==> src/rtl/imm_target_pipe_if.sv <==
// rtl/imm_target_pipe_if.sv - handshake, flush and result bundle for imm_target_pipe
interface imm_target_pipe_if #(
  parameter int DATA_W = 32,
  parameter int IR_W   = 32
);
  logic              flush;
  logic              in_valid;
  logic              in_ready;
  logic [IR_W-1:0]   ir;
  logic [DATA_W-1:0] pc;
  logic [2:0]        mode;
  logic              out_valid;
  logic              out_ready;
  logic [DATA_W-1:0] imm;
  logic [DATA_W-1:0] target;
  logic              err;

  modport master (
    output flush, in_valid, ir, pc, mode, out_ready,
    input  in_ready, out_valid, imm, target, err
  );

  modport slave (
    input  flush, in_valid, ir, pc, mode, out_ready,
    output in_ready, out_valid, imm, target, err
  );
endinterface

==> src/rtl/imm_target_pipe.sv <==
// rtl/imm_target_pipe.sv - two-stage handshaked SPARC V8 immediate and branch-target generator
module imm_target_pipe #(
  parameter int DATA_W = 32,
  parameter int IR_W   = 32
) (
  input  logic              clk,
  input  logic              reset,
  imm_target_pipe_if.slave  bus
);

  localparam logic [2:0] MODE_SIMM13 = 3'd0;
  localparam logic [2:0] MODE_SETHI  = 3'd1;
  localparam logic [2:0] MODE_DISP22 = 3'd2;
  localparam logic [2:0] MODE_BRANCH = 3'd3;
  localparam logic [2:0] MODE_CALL   = 3'd4;

  logic              s1_valid_q;
  logic [29:0]       s1_ir_q;
  logic [DATA_W-1:0] s1_pc_q;
  logic [2:0]        s1_mode_q;

  logic              out_valid_q;
  logic [DATA_W-1:0] imm_q;
  logic [DATA_W-1:0] target_q;
  logic              err_q;

  logic [DATA_W-1:0] imm_d;
  logic [DATA_W-1:0] target_d;
  logic              err_d;

  logic s2_en;
  logic s1_en;
  logic in_ready;
  logic accept;

  // out_ready reaches in_ready combinationally so a full pipe refills in the release cycle
  assign s2_en    = !out_valid_q || bus.out_ready;
  assign s1_en    = !s1_valid_q || s2_en;
  assign in_ready = s1_en && !bus.flush;
  assign accept   = bus.in_valid && in_ready;

  always_ff @(posedge clk or posedge reset) begin
    if (reset) begin
      s1_valid_q <= 1'b0;
      s1_ir_q    <= '0;
      s1_pc_q    <= '0;
      s1_mode_q  <= '0;
    end else if (bus.flush) begin
      s1_valid_q <= 1'b0;
    end else if (s1_en) begin
      s1_valid_q <= accept;
      if (accept) begin
        s1_ir_q   <= bus.ir[29:0];
        s1_pc_q   <= bus.pc;
        s1_mode_q <= bus.mode;
      end
    end
  end

  // Fields are pre-filled with their sign bit, then the low bits overwritten,
  // so extension to bit DATA_W-1 holds for any DATA_W >= 32.
  always_comb begin
    imm_d    = '0;
    target_d = '0;
    err_d    = 1'b0;
    case (s1_mode_q)
      MODE_SIMM13: begin
        imm_d       = {DATA_W{s1_ir_q[12]}};
        imm_d[12:0] = s1_ir_q[12:0];
      end
      MODE_SETHI: begin
        imm_d[31:0] = {s1_ir_q[21:0], 10'b0};
      end
      MODE_DISP22: begin
        imm_d       = {DATA_W{s1_ir_q[21]}};
        imm_d[21:0] = s1_ir_q[21:0];
      end
      MODE_BRANCH: begin
        imm_d       = {DATA_W{s1_ir_q[21]}};
        imm_d[23:0] = {s1_ir_q[21:0], 2'b00};
        target_d    = s1_pc_q + imm_d;
      end
      MODE_CALL: begin
        imm_d       = {DATA_W{s1_ir_q[29]}};
        imm_d[31:0] = {s1_ir_q[29:0], 2'b00};
        target_d    = s1_pc_q + imm_d;
      end
      default: begin
        err_d = 1'b1;
      end
    endcase
  end

  always_ff @(posedge clk or posedge reset) begin
    if (reset) begin
      out_valid_q <= 1'b0;
      imm_q       <= '0;
      target_q    <= '0;
      err_q       <= 1'b0;
    end else if (bus.flush) begin
      out_valid_q <= 1'b0;
    end else if (s2_en) begin
      out_valid_q <= s1_valid_q;
      if (s1_valid_q) begin
        imm_q    <= imm_d;
        target_q <= target_d;
        err_q    <= err_d;
      end
    end
  end

  assign bus.in_ready  = in_ready;
  assign bus.out_valid = out_valid_q;
  assign bus.imm       = imm_q;
  assign bus.target    = target_q;
  assign bus.err       = err_q;

endmodule

==> src/flat_wrapper.sv <==
// flat-port wrapper written by rule: the top's interface ports become plain ports
module imm_target_pipe_flat 
#(
  parameter int DATA_W = 32,
  parameter int IR_W   = 32
)
  (clk, reset, bus_flush, bus_in_valid, bus_ir, bus_pc, bus_mode, bus_out_ready, bus_in_ready, bus_out_valid, bus_imm, bus_target, bus_err);
  imm_target_pipe_if #(.DATA_W(DATA_W), .IR_W(IR_W)) bus_i ();
  input  logic clk;
  input  logic reset;
  input wire logic [$bits(bus_i.flush)-1:0] bus_flush;
  input wire logic [$bits(bus_i.in_valid)-1:0] bus_in_valid;
  input wire logic [$bits(bus_i.ir)-1:0] bus_ir;
  input wire logic [$bits(bus_i.pc)-1:0] bus_pc;
  input wire logic [$bits(bus_i.mode)-1:0] bus_mode;
  input wire logic [$bits(bus_i.out_ready)-1:0] bus_out_ready;
  output wire logic [$bits(bus_i.in_ready)-1:0] bus_in_ready;
  output wire logic [$bits(bus_i.out_valid)-1:0] bus_out_valid;
  output wire logic [$bits(bus_i.imm)-1:0] bus_imm;
  output wire logic [$bits(bus_i.target)-1:0] bus_target;
  output wire logic [$bits(bus_i.err)-1:0] bus_err;
  assign bus_i.flush = bus_flush;
  assign bus_i.in_valid = bus_in_valid;
  assign bus_i.ir = bus_ir;
  assign bus_i.pc = bus_pc;
  assign bus_i.mode = bus_mode;
  assign bus_i.out_ready = bus_out_ready;
  assign bus_in_ready = bus_i.in_ready;
  assign bus_out_valid = bus_i.out_valid;
  assign bus_imm = bus_i.imm;
  assign bus_target = bus_i.target;
  assign bus_err = bus_i.err;
  imm_target_pipe #(.DATA_W(DATA_W), .IR_W(IR_W)) u_core (.clk(clk), .reset(reset), .bus(bus_i));
endmodule
==> config.mk <==
export PLATFORM = sky130hd
export DESIGN_NAME = imm_target_pipe_flat
export DESIGN_NICKNAME = d
export VERILOG_FILES = /design/src/rtl/imm_target_pipe_if.sv /design/src/rtl/imm_target_pipe.sv /design/src/flat_wrapper.sv
export SDC_FILE = /design/constraint.sdc
export NUM_CORES = 1
export LEC_CHECK = 0
export ABC_CLOCK_PERIOD_IN_PS = 4900
export BUFFER_PORTS_ARGS = -buffer_cell sky130_fd_sc_hd__buf_2
export CORE_MARGIN = 4
export CORE_UTILIZATION = 35
export DETAILED_ROUTE_END_ITERATION = 6
export HOLD_SLACK_MARGIN = 0.1
export MAX_ROUTING_LAYER = met4
export SETUP_SLACK_MARGIN = 0.05
export SYNTH_ARGS = -nofsm -noshare
export SYNTH_HDL_FRONTEND = slang
export SYNTH_SLANG_ARGS = --single-unit
==> constraint.sdc <==
create_clock -name clk -period 4.9 [get_ports clk]
set_input_delay 0.735 -clock clk [delete_from_list [all_inputs] [get_ports clk]]
set_output_delay 0.735 -clock clk [all_outputs]
set_load 0.01 [all_outputs]
==> metrics.csv, run 1 <==
metric,value,unit
Synth Area in XOR/XNOR,2.52,%
"Setup violations, final",0,
Synth Register Bits,132,
Clock Power Share,32.2,%
WS Path Type,reg -> reg,
Post-Syn Instances,729,
Hold WC Path Type,in -> async,
Final #Nets,954,
Synth Flop Type,dfrtp_1,
final hold vios,0,
die area,0.0232,mm^2
Setup crit end kind,register,
crit path DAT,4170,ps
Worst R2R Setup Slack,1040,ps
FP Rows,52,
area grow syn2layout,20.8,%
Clock Latency Late Sink,430,ps
Worst Tran Pin Value,776,ps
Root Buffer,clkbuf_16,
Post-Route Utilization,43.3,%
First-pass DRT Iterations,5,
DR WL/cell,18.1,um
Antenna Violating Nets Remaining,0,
CTS tree,done,
Simple-Gate Fraction of Synth Area,11.9,%
synth unique cells,66,
Max Cap Viol,0,
switching part of the total,34.3,%
RSZ-0062 raised after global routing,false,
mux cell area share after synthesis,10.8,%
Yosys top cell area share,45.3,%
Comb pwr share,32.8,%
Compound-Gate Fraction of Synth Area,20.4,%
cell accounting for the most synthesized area,dfrtp_1,
Reg power frac,35.0,%
Filler cells,1988,
Tcrit/Tclk final,78.9,%
grt total ovfl,0,
global-route wire length before repair,32700,um
maximum fanout along the worst path,14,
Fmax,0.259,GHz
CP Launch Type,register,
Synth top cells by count,"dfrtp_1 (132), nand2_1 (86), mux2_2 (67)",
net count after synthesis,831,
Port Buf Inserts,136,
share of cells above drive strength 1,29.9,%
synthesis warning total,0,
GRT Util Overall,18.2,%
Slew Limit Fails,0,
H-tree depth,4,
Final TNS setup,0,ps
adder-cell share of the synthesized area,5.25,%
Core Area,0.0204,mm^2
Reg area,0.00330,mm^2
Initial Utilization,35.8,%
vias per cell,5.22,
"Avg Cell Area, Syn",10.0,um^2
Sw Pwr,0.00145,W
drt total wl,20600,um
cell with the most instances after synthesis,dfrtp_1,
dpl cells,1103,
"non-filler cells, final",1135,
Post-CTS Hold Buffers,0,
largest family of logic cells by synthesized area,compound AO/OA/AOI/OAI gates,
Post-Syn Area,0.00730,mm^2
residual DRC count,0,
Max transition margin,48.3,%
clk sink count,132,
Die X,152,um
antenna violations before repair,0,
total number of vias,5928,
Die Span Y,152,um
DP Wirelength,15000,um
deepest clock path buffer count,2,
Leak,4.14,nW
Tmin final,3860,ps
# IOs,139,
peak supply drop,0.254,mV
multi-input logic area,0.00371,mm^2
status,completed,
gpl congestion,0.897,
main area contributors after synthesis,"dfrtp_1 (45%), mux2_2 (10%), ha_1 (5.0%)",
Setup Skew,8.42,ps
power density over cell area,481,mW/mm^2
"Seq/Total Area, Yosys",45.3,%
vias in the first global route,5869,
CTS buffer count,17,
post-route cell area,0.00881,mm^2
P_int,0.00279,W
WP data required,5210,ps
clock slew at reported path FFs,60,ps
Post-synth ARST share,100,%
post-cts resize count,0,
"Setup Fix Bufs, Post-CTS",0,
# diodes,0,
number of flops mapped to enable cells by yosys,0,
largest net degree at the start of global routing,73,
Post-DP Area,0.00819,mm^2
1st-iter DRT viols,368,
kinds of logic (layout without fill, tap and decap cells):
| logic type | Yosys count | after routing |
|---|---|---|
| AOI/OAI and AO/OA | 230 | 230 |
| and+or+nand+nor | 186 | 186 |
| DFF | 132 | 132 |
| muxes | 70 | 70 |
| buffers and inverters | 60 | 196 |
| adders and majority gates | 30 | 30 |
| xor gates and xnor gates | 21 | 21 |
flip-flops by register name, indices dropped and copies added, names as in the netlist:
signal / flops
u_core.bus.imm: 32
u_core.bus.target: 32
u_core.s1_pc_q: 32
u_core.s1_ir_q: 30
u_core.s1_mode_q: 3
u_core.bus.err: 1
u_core.bus.out_valid: 1
u_core.s1_valid_q: 1
stage by stage:
stage	hold slack (ps)	setup slack, ps	power, W
after CTS	473	1110	0.00428
after global routing	492	766	0.00451
final	446	1040	0.00424
after global placement	454	1160	0.00288
after floorplan	479	639	0.00246
after detailed placement	461	1130	0.00289
area by class of cell:
type	count	share of cell area (%)
Multi-Input combinational cell	537	42.1
Sequential cell	132	37.5
Timing Repair Buffer	145	8.63
Clock buffer	23	5.42
Tap cell	270	3.83
Clock inverter	9	1.70
Inverter	19	0.837
metal layers:
layer / global-route usage, % / up-vias / share of wire, %
li1: - / 2875 / -
met1: 25.0 / 2858 / 48
met2: 27.2 / 175 / 45
met3: 4.12 / 20 / 5.1
met4: 5.09 / 0 / 1.5
met5: - / - / 0
power by group through the flow:
stage	Sequential, W	Combinational [W]	Clock (W)
final	0.00149	0.00139	0.00136
after global placement	0.00150	0.00138	0
after CTS	0.00149	0.00140	0.00140
after global routing	0.00151	0.00156	0.00144
after floorplan	0.00150	0.000952	0
after detailed placement	0.00150	0.00139	0
worst paths after layout:
| kind | startpoint | end | cells past startpoint |
|---|---|---|---|
| setup reg to reg | u_core.s1_mode_q[1] | u_core.bus.target[30] | 12 |
| max in group asynchronous | reset | u_core.bus.target[22] | 3 |
| min in group clk | u_core.bus.target[12] | u_core.bus.target[12] | 2 |
| hold / removal | reset | u_core.s1_ir_q[3] | 2 |
| hold reg to reg | u_core.bus.target[12] | u_core.bus.target[12] | 2 |
| setup / recovery | u_core.s1_mode_q[1] | u_core.bus.target[30] | 12 |
placed cells by master, fill, tap and decap left out, types with 5 or more instances in the layout:
cell type,synthesis,final
clkbuf_16,0,17
buf_2,7,136
nand2_1,86,85
a21o_1,10,10
ha_1,29,29
a22oi_1,8,8
nand3_1,9,9
nand4_1,7,7
nor3_1,7,7
dfrtp_1,132,132
a21oi_1,65,65
inv_1,19,18
mux2_2,67,67
o21ai_0,66,66
a22o_1,22,22
o211ai_1,6,6
o21a_1,5,5
buf_4,1,8
nor2b_1,21,21
nor2_1,39,39
xnor2_1,12,12
xor2_1,9,9
critical path: stages, from the launching register on:
cell and delay (ps):
dfrtp_1 370, nor2b_1 590, and2b_1 530, nor2b_1 240, a21o_1 220, ha_1 380, inv_1 150, o21bai_1 90
a21oi_1 150, inv_1 90, a311o_1 330, or3_1 360, a32o_1 250
Power figures use the tool's default switching activity.
==> inputs of run 2 (changes only) <==
- ABC_CLOCK_PERIOD_IN_PS: 4900 -> 3550
- clock period: 4.9 -> 3.55 ns (I/O delays scaled with it)
==> metrics.csv, run 2 (synthesis gave the netlist of run 1 again) <==
metric,value,unit
status,completed,
clk sink count,132,
Setup Skew,13.0,ps
Clock Latency Late Sink,430,ps
deepest clock path buffer count,2,
Crit path top cell by count,o21ai_1,
Worst Tran Pin Value,682,ps
Slew Limit Fails,0,
CP Cell Sequence,ha_1 -> inv_1 -> fa_1 -> nor2b_1 -> o31a_1 -> o21ai_1 -> a211o_1 -> a2111oi_2 -> o21ai_1 -> a32o_1,
dpl cells,1110,
residual DRC count,0,
Setup crit end,u_core.bus.target[30],
CTS buffer count,17,
die area,0.0232,mm^2
Crit-path slowest cell,a2111oi_2,
Final #Nets,962,
WP data required,3870,ps
Critical R2R Capture,u_core.bus.target[30],
Final TNS setup,0,ps
FP Rows,52,
total power,0.00578,W
Port Buf Inserts,136,
maximum fanout along the worst path,6,
most frequent cells in the layout,"buf_2 (136), dfrtp_1 (132), nand2_1 (85)",
final hold vios,0,
DR WL/cell,18.1,um
CTS tree,done,
First-pass DRT Iterations,5,
Hold WC Path Type,in -> reg,
grt total ovfl,0,
1st-iter DRT viols,448,
power density over cell area,652,mW/mm^2
CP Launch Type,register,
vias in the first global route,5866,
Leak,4.16,nW
Die X,152,um
max incr delay on CP,520,ps
Core Area,0.0204,mm^2
clock slew at reported path FFs,60,ps
Tcrit/Tclk final,84.7,%
total number of vias,5915,
vias per cell,5.17,
family with the most delay on the worst path,compound AO/OA/AOI/OAI gates,
# diodes,0,
gpl congestion,0.893,
WS Path Type,reg -> reg,
Tmin final,3010,ps
peak supply drop,0.338,mV
Die Span Y,152,um
Worst R2R Start,u_core.s1_ir_q[0],
# IOs,139,
R2R depth,10,
Post-Route Utilization,43.5,%
RSZ-0062 raised after global routing,false,
Antenna Violating Nets Remaining,0,
H-tree depth,4,
Fmax,0.333,GHz
"commonest non-fill, non-tap cell in the layout",buf_2,
Buf/Inv on CP,1,
CP Depth,10,
largest net degree at the start of global routing,76,
drt total wl,20700,um
Max transition margin,54.4,%
antenna violations before repair,0,
area grow syn2layout,21.4,%
share of cells above drive strength 1,30.8,%
"non-filler cells, final",1143,
Setup crit end kind,register,
Critical path origin,u_core.s1_ir_q[0],
WHS,314,ps
"Setup violations, final",0,
global-route wire length before repair,32900,um
"Setup Fix Bufs, Post-CTS",0,
Worst R2R Setup Slack,540,ps
Root Buffer,clkbuf_16,
critical hold path startpoint,bus_flush,
Initial Utilization,35.8,%
GRT Util Overall,18.4,%
DP Wirelength,15300,um
Max Cap Viol,0,
crit path DAT,3320,ps
-- run 2: worst reg2reg max path, cell delays in order, from the launching register on --
cell and delay [ps]:
dfrtp_1 440, ha_1 210, inv_1 60, fa_1 370, nor2b_1 230, o31a_1 230, o21ai_1 140, a211o_1 320
a2111oi_2 520, o21ai_1 110, a32o_1 270
-- run 2: what timing repair did --
action	CTS	global route
hold buffers	1	0
setup endpoints to repair	0	0
endpoints found under the hold margin	10	0
resized for setup	0	0
-- run 2: layer usage --
| metal | up-vias | part of all wire, % | track usage (%) |
|---|---|---|---|
| met1 | 2801 | 47 | 25.6 |
| met5 | - | 0 | - |
| met3 | 17 | 6.8 | 4.46 |
| met2 | 207 | 45 | 27.1 |
| li1 | 2890 | - | - |
| met4 | 0 | 1.3 | 4.54 |
-- run 2: final cells by class --
| class | count | area [um^2] |
|---|---|---|
| Inverter | 19 | 75.1 |
| Clock buffer | 20 | 467 |
| Multi-Input combinational cell | 537 | 3710 |
| Clock inverter | 12 | 129 |
| Sequential cell | 132 | 3300 |
| Timing Repair Buffer | 153 | 836 |
| Fill cell | 2013 | 11500 |
| Tap cell | 270 | 338 |
-- run 2: worst min path at each step --
stage / slack (ps) / cells after the start / endpoint
6_report: 310 / 2 / u_core.s1_valid_q
5_1_grt: 310 / 2 / u_core.s1_valid_q
4_1_cts: 300 / 2 / u_core.s1_valid_q
3_5_place_dp: 450 / 2 / u_core.bus.imm[1]
3_3_place_gp: 450 / 2 / u_core.bus.imm[1]
2_1_floorplan: 480 / 1 / u_core.s1_pc_q[0]
-- run 2: through the flow --
stage | setup slack, ps | instance area [um^2]
after global placement | 599 | 8250
after global routing | 302 | 8860
after detailed placement | 582 | 8250
final | 544 | 8860
after CTS | 559 | 8860
after floorplan | 551 | 7300
-- run 2: report_power, final --
| part | leakage (nW) | internal [W] | switching [W] |
|---|---|---|---|
| Combinational | 2.21 | 0.000834 | 0.00111 |
| Clock | 0.288 | 0.00109 | 0.000695 |
| Sequential | 1.66 | 0.00180 | 0.000252 |
